## src/rtl/psum_requant_ofifo_if.sv

```systemverilog
// Handshake bundle for the requantiser: partial-sum input channel and activation output channel.
interface psum_requant_ofifo_if #(
    parameter int psum_bw = 16,
    parameter int bw      = 8
);
    logic               in_valid;
    logic               in_ready;
    logic [psum_bw-1:0] psum_in;
    logic               out_valid;
    logic               out_ready;
    logic [bw-1:0]      out;

    modport master (
        output in_valid, psum_in, out_ready,
        input  in_ready, out_valid, out
    );

    modport slave (
        input  in_valid, psum_in, out_ready,
        output in_ready, out_valid, out
    );
endinterface

```

## src/rtl/psum_requant_ofifo.sv

```systemverilog
// MAC output drain: decode, round, shift, ReLU, saturate and re-encode partial sums,
// then buffer the resulting activations in a small valid/ready FIFO.
module psum_requant_ofifo #(
    parameter int psum_bw = 16,
    parameter int bw      = 8,
    parameter int depth   = 4
) (
    input  logic                     clk,
    input  logic                     reset,
    input  logic                     format,
    input  logic                     relu_en,
    input  logic [3:0]               shift,
    input  logic                     sat_clr,
    psum_requant_ofifo_if.slave      bus,
    output logic [$clog2(depth):0]   count,
    output logic                     sat_flag
);
    localparam int aw = $clog2(depth);
    localparam int cw = aw + 1;
    localparam int w  = psum_bw + 2;
    localparam logic signed [w-1:0] pos_lim = w'(2 ** (bw - 1) - 1);
    localparam logic signed [w-1:0] neg_lim_tc = -pos_lim - w'(1);
    localparam logic signed [w-1:0] neg_lim_sm = -pos_lim;
    localparam logic [cw:0] depth_c = (cw + 1)'(depth);

    logic               s1_valid;
    logic [psum_bw-1:0] s1_psum;
    logic               s1_fmt;
    logic               s1_relu;
    logic [3:0]         s1_shift;

    logic [bw-1:0] mem [depth];
    logic [aw-1:0] wptr;
    logic [aw-1:0] rptr;

    logic               push;
    logic               pop;
    logic               accept;
    logic signed [w-1:0] mag;
    logic signed [w-1:0] dec;
    logic        [w-1:0] rnd_add;
    logic signed [w-1:0] rnd;
    logic signed [w-1:0] shf;
    logic signed [w-1:0] rel;
    logic signed [w-1:0] neg_lim;
    logic signed [w-1:0] sat_v;
    logic signed [w-1:0] abs_v;
    logic                sat;
    logic [bw-1:0]       result;

    // in_ready counts the item sitting in S1 so S2 never finds the FIFO full.
    assign bus.in_ready  = ({1'b0, count} + (cw + 1)'(s1_valid)) < depth_c;
    assign bus.out_valid = (count != '0);
    assign bus.out       = (count != '0) ? mem[rptr] : '0;
    assign accept        = bus.in_valid && bus.in_ready;
    assign push          = s1_valid;
    assign pop           = bus.out_valid && bus.out_ready;

    always_ff @(posedge clk or negedge reset) begin
        if (!reset) begin
            s1_valid <= 1'b0;
            s1_psum  <= '0;
            s1_fmt   <= 1'b0;
            s1_relu  <= 1'b0;
            s1_shift <= '0;
        end else begin
            s1_valid <= accept;
            if (accept) begin
                s1_psum  <= bus.psum_in;
                s1_fmt   <= format;
                s1_relu  <= relu_en;
                s1_shift <= shift;
            end
        end
    end

    always_comb begin
        mag     = {3'b000, s1_psum[psum_bw-2:0]};
        dec     = s1_fmt ? (s1_psum[psum_bw-1] ? -mag : mag)
                         : {{2{s1_psum[psum_bw-1]}}, s1_psum};
        rnd_add = '0;
        if (s1_shift != 4'd0) rnd_add = w'(1) << (s1_shift - 4'd1);
        rnd     = dec + $signed(rnd_add);
        shf     = rnd >>> s1_shift;
        rel     = (s1_relu && shf[w-1]) ? '0 : shf;
        neg_lim = s1_fmt ? neg_lim_sm : neg_lim_tc;
        sat     = 1'b0;
        sat_v   = rel;
        if (rel > pos_lim) begin
            sat_v = pos_lim;
            sat   = 1'b1;
        end else if (rel < neg_lim) begin
            sat_v = neg_lim;
            sat   = 1'b1;
        end
        abs_v  = -sat_v;
        result = sat_v[bw-1:0];
        if (s1_fmt && sat_v[w-1]) result = {1'b1, abs_v[bw-2:0]};
    end

    always_ff @(posedge clk) begin
        if (push) mem[wptr] <= result;
    end

    always_ff @(posedge clk or negedge reset) begin
        if (!reset) begin
            wptr     <= '0;
            rptr     <= '0;
            count    <= '0;
            sat_flag <= 1'b0;
        end else begin
            if (push) wptr <= wptr + aw'(1);
            if (pop)  rptr <= rptr + aw'(1);
            case ({push, pop})
                2'b10:   count <= count + cw'(1);
                2'b01:   count <= count - cw'(1);
                default: count <= count;
            endcase
            // A saturating write wins over a simultaneous clear.
            if (push && sat)  sat_flag <= 1'b1;
            else if (sat_clr) sat_flag <= 1'b0;
        end
    end
endmodule
```

## src/flat_wrapper.sv

```systemverilog
// flat-port wrapper written by rule: the top's interface ports become plain ports
module psum_requant_ofifo_flat 
#(
    parameter int psum_bw = 16,
    parameter int bw      = 8,
    parameter int depth   = 4
)
  (clk, reset, format, relu_en, shift, sat_clr, count, sat_flag, bus_in_valid, bus_psum_in, bus_out_ready, bus_in_ready, bus_out_valid, bus_out);
  psum_requant_ofifo_if #(.psum_bw(psum_bw), .bw(bw)) bus_i ();
  input  logic clk;
  input  logic reset;
  input  logic format;
  input  logic relu_en;
  input  logic [3:0] shift;
  input  logic sat_clr;
  output logic [$clog2(depth):0] count;
  output logic sat_flag;
  input wire logic [$bits(bus_i.in_valid)-1:0] bus_in_valid;
  input wire logic [$bits(bus_i.psum_in)-1:0] bus_psum_in;
  input wire logic [$bits(bus_i.out_ready)-1:0] bus_out_ready;
  output wire logic [$bits(bus_i.in_ready)-1:0] bus_in_ready;
  output wire logic [$bits(bus_i.out_valid)-1:0] bus_out_valid;
  output wire logic [$bits(bus_i.out)-1:0] bus_out;
  assign bus_i.in_valid = bus_in_valid;
  assign bus_i.psum_in = bus_psum_in;
  assign bus_i.out_ready = bus_out_ready;
  assign bus_in_ready = bus_i.in_ready;
  assign bus_out_valid = bus_i.out_valid;
  assign bus_out = bus_i.out;
  psum_requant_ofifo #(.psum_bw(psum_bw), .bw(bw), .depth(depth)) u_core (.clk(clk), .reset(reset), .format(format), .relu_en(relu_en), .shift(shift), .sat_clr(sat_clr), .bus(bus_i), .count(count), .sat_flag(sat_flag));
endmodule
```

## config.mk

```make
export PLATFORM = sky130hd
export DESIGN_NAME = psum_requant_ofifo_flat
export DESIGN_NICKNAME = d
export VERILOG_FILES = /design/src/rtl/psum_requant_ofifo_if.sv /design/src/rtl/psum_requant_ofifo.sv /design/src/flat_wrapper.sv
export SDC_FILE = /design/constraint.sdc
export NUM_CORES = 1
export LEC_CHECK = 0
export ABC_CLOCK_PERIOD_IN_PS = 8950
export BUFFER_PORTS_ARGS = -buffer_cell sky130_fd_sc_hd__buf_2
export CAP_MARGIN = 20
export CORE_MARGIN = 1.5
export CORE_UTILIZATION = 63
export CTS_BUF_LIST = sky130_fd_sc_hd__clkbuf_4 sky130_fd_sc_hd__clkbuf_8
export DETAILED_ROUTE_END_ITERATION = 16
export HOLD_SLACK_MARGIN = 0.06
export PLACE_DENSITY = 0.81
export SYNTH_ARGS = -nofsm -noshare
export SYNTH_HDL_FRONTEND = slang
export SYNTH_SLANG_ARGS = --single-unit
```

## constraint.sdc

```tcl
create_clock -name clk -period 8.95 [get_ports clk]
set_clock_uncertainty 0.2 [all_clocks]
set_input_delay 2.685 -clock clk [delete_from_list [all_inputs] [get_ports clk]]
set_output_delay 2.685 -clock clk [all_outputs]
set_load 0.05 [all_outputs]
```

==> flow_metrics.env <==
export IMPL_outcome="finished clean"
export IMPL_yosysTopAreaCellShare_pct=17.3
export IMPL_min_from="u_core.count[2]"
export IMPL_start_util_pct=64.3
export IMPL_via_per_inst=6.72
export IMPL_cts_inserted_buffers=9
export IMPL_die_w_microns=96.9
export IMPL_max_slew_margin_rel_pct=35.5
export IMPL_area_delta_synth_final_pct=7.23
export IMPL_crit_required_ps=8870
export IMPL_met3_usage_pct=7.08
export IMPL_cts_tree="built"
export IMPL_reg2reg_to="u_core.mem[1][6]"
export IMPL_rows=34
export IMPL_drive_gt1_share_pct=20.8
export IMPL_regToRegSetupSlack_ps=1200
export IMPL_grt_max_degree=32
export IMPL_cp_arrival_ps=7670
export IMPL_max_stage_delay_ps=800
export IMPL_grt_overflow=0
export IMPL_setup_viol=0
export IMPL_diodes=0
export IMPL_antenna_found_initial=0
export IMPL_critPathLaunch="u_core.s1_shift[1]"
export IMPL_seq_area_frac_synth_pct=31.3
export IMPL_hold_depth=1
export IMPL_cts_setup_buffers=0
export IMPL_cts_sinks=63
export IMPL_synthCells=601
export IMPL_critPathLaunchType="flip-flop"
export IMPL_syn_nets=654
export IMPL_synth_top_area_cell="edfxtp_1"
export IMPL_wl_per_cell_microns=20.2
export IMPL_final_common_cell="nand2_1"
export IMPL_cp_end_kind="flip-flop"
export IMPL_timing_final_hold_violations=0
export IMPL_layout_min_cycle_time_ps=7750
export IMPL_cts_resized_gates=0
export IMPL_ctsHoldBuffers=0
export IMPL_hpwlAfterDp_microns=11300
export IMPL_drtIter0Drc=501
export IMPL_path_clk_slew_ps=80
export IMPL_port_buffers=40
export IMPL_die_area_sq_um=9390
export IMPL_worstMarginPinSlew_ps=967
export IMPL_cts_root_buf="clkbuf_8"
export IMPL_synth_ff_type="edfxtp_1"
export IMPL_core_area_sq_um=8640
export IMPL_maxCapViolations=0
export IMPL_synth_edff_count=32
export IMPL_drt_antenna_violating_nets=0
export IMPL_routed_wl_microns=14800
export IMPL_gp_congestion=1.04
export IMPL_htreeDepth=3
export IMPL_layout_common_cells="nand2_1 (55), nor2_1 (53), buf_2 (40)"
export IMPL_synth_avg_cell_area_sq_um=9.24
export IMPL_crit_type="reg -> reg"
export IMPL_firstDrtPassIters=5
export IMPL_clock_latency_ps=340
export IMPL_hp_class="reg -> reg"
export IMPL_die_h_microns=96.9
export IMPL_ys_types=92
export IMPL_groute_usage_overall_pct=31.6
export IMPL_grtUsageMet1_pct=37.7
export IMPL_async_flop_share_pct=49.2
export IMPL_synth_top_cells_by_area="edfxtp_1 (17%), dfrtp_1 (14%), ha_1 (5.4%), mux4_2 (5.3%), mux2_2 (4.7%)"
export IMPL_drc=0
export IMPL_cts_buffer_depth=2
export IMPL_rsz0062_at_grt="false"
export IMPL_globalRoute_busiestLayer="met2"
export IMPL_ys_warnings_count=0
export IMPL_yosys_register_bits=63
export IMPL_grt_first_pass_wirelength_microns=23600
export IMPL_met2_usage_pct=54.4
export IMPL_path_max_fanout=21
export IMPL_post_route_period_util_pct=86.6
export IMPL_vias=4934
export IMPL_first_global_vias=4788
export IMPL_drv_slew=0
export IMPL_pin_count=41
export IMPL_setup_tns_ps=0
export IMPL_syn_area_sq_um=5560
export IMPL_nets=674
export IMPL_holdPathEnd="u_core.count[2]"
export IMPL_r2r_start="u_core.s1_shift[1]"
export IMPL_reg2reg_depth=28
export IMPL_fmax_mhz=129
export IMPL_critPathSlowestCell="dfrtp_1"
how the worst max path moves through the flow:
stage                            end
floorplan           u_core.mem[0][6]
global placement    u_core.mem[0][6]
detailed placement  u_core.mem[3][6]
CTS                 u_core.mem[1][6]
global route        u_core.mem[0][6]
finish              u_core.mem[1][6]
registers in the layout, summed over array words and instances, names as in the netlist:
name,flops
u_core.mem,32
u_core.s1_relu,1
u_core.push,1
u_core.s1_shift,4
u_core.rptr,2
u_core.s1_psum,16
u_core.s1_fmt,1
u_core.wptr,2
u_core.count,3
u_core.sat_flag,1
synthesized netlist by cell type (6+ instances only):
cell type,number
nand2b_1,10
o21ai_0,26
a211oi_1,8
o21a_1,6
mux4_2,13
xor2_1,22
buf_2,8
nand3_1,15
nor3_1,19
a21oi_2,6
inv_1,21
and2_1,19
a21oi_1,30
or3_1,7
nor2_1,53
clkbuf_1,21
xnor2_1,12
o211ai_1,11
mux2_2,23
ha_1,24
nand2_1,55
edfxtp_1,32
dfrtp_1,31
logic make-up after synthesis:
family	Yosys count	synth area share (%)
xor+xnor	35	5.65
flops	63	31.3
other cells	1	0.0675
buf+inv	56	4.23
simple gates	219	20.6
mux	39	10.5
compound gates	162	21.6
fa+ha+maj	26	6.13
worst max-delay path, delay by kind of cell (launching register included):
family,cells,cell delay (ps)
multiplexers,2,440
adder cells (fa/ha/maj),4,1310
AND/OR/NAND/NOR,8,1950
flip-flops,1,800
buffers and inverters,3,580
AO/OA/AOI/OAI,11,2240
final cells by class:
cell class	count	area, sq um
fill	669	2680
inverter	22	82.6
tap	108	135
clock buffer	9	124
multi-input combinational	482	3580
clock inverter	7	72.6
timing repair buffer	43	223
sequential	63	1740
stage by stage:
| step | hold WS, ps | std cells | util, % | cell area (sq um) | worst slack [ps] |
|---|---|---|---|---|---|
| global placement | 294 | 718 | 66.7 | 5760 | 1700 |
| finish | 313 | 734 | 69.0 | 5960 | 1200 |
| CTS | 315 | 734 | 69.0 | 5960 | 1350 |
| global route | 343 | 734 | 69.0 | 5960 | 725 |
| detailed placement | 302 | 718 | 66.7 | 5760 | 1390 |
| floorplan | 294 | 601 | - | 5560 | 2520 |
routing by layer:
metal	vias up	routed length, microns
met4	0	651
met1	2315	5670
li1	2290	-
met2	265	7360
met5	-	0
met3	64	1150
Power is not shown: default switching activity piles up to over one toggle a cycle in this logic, so the estimate is an artifact.
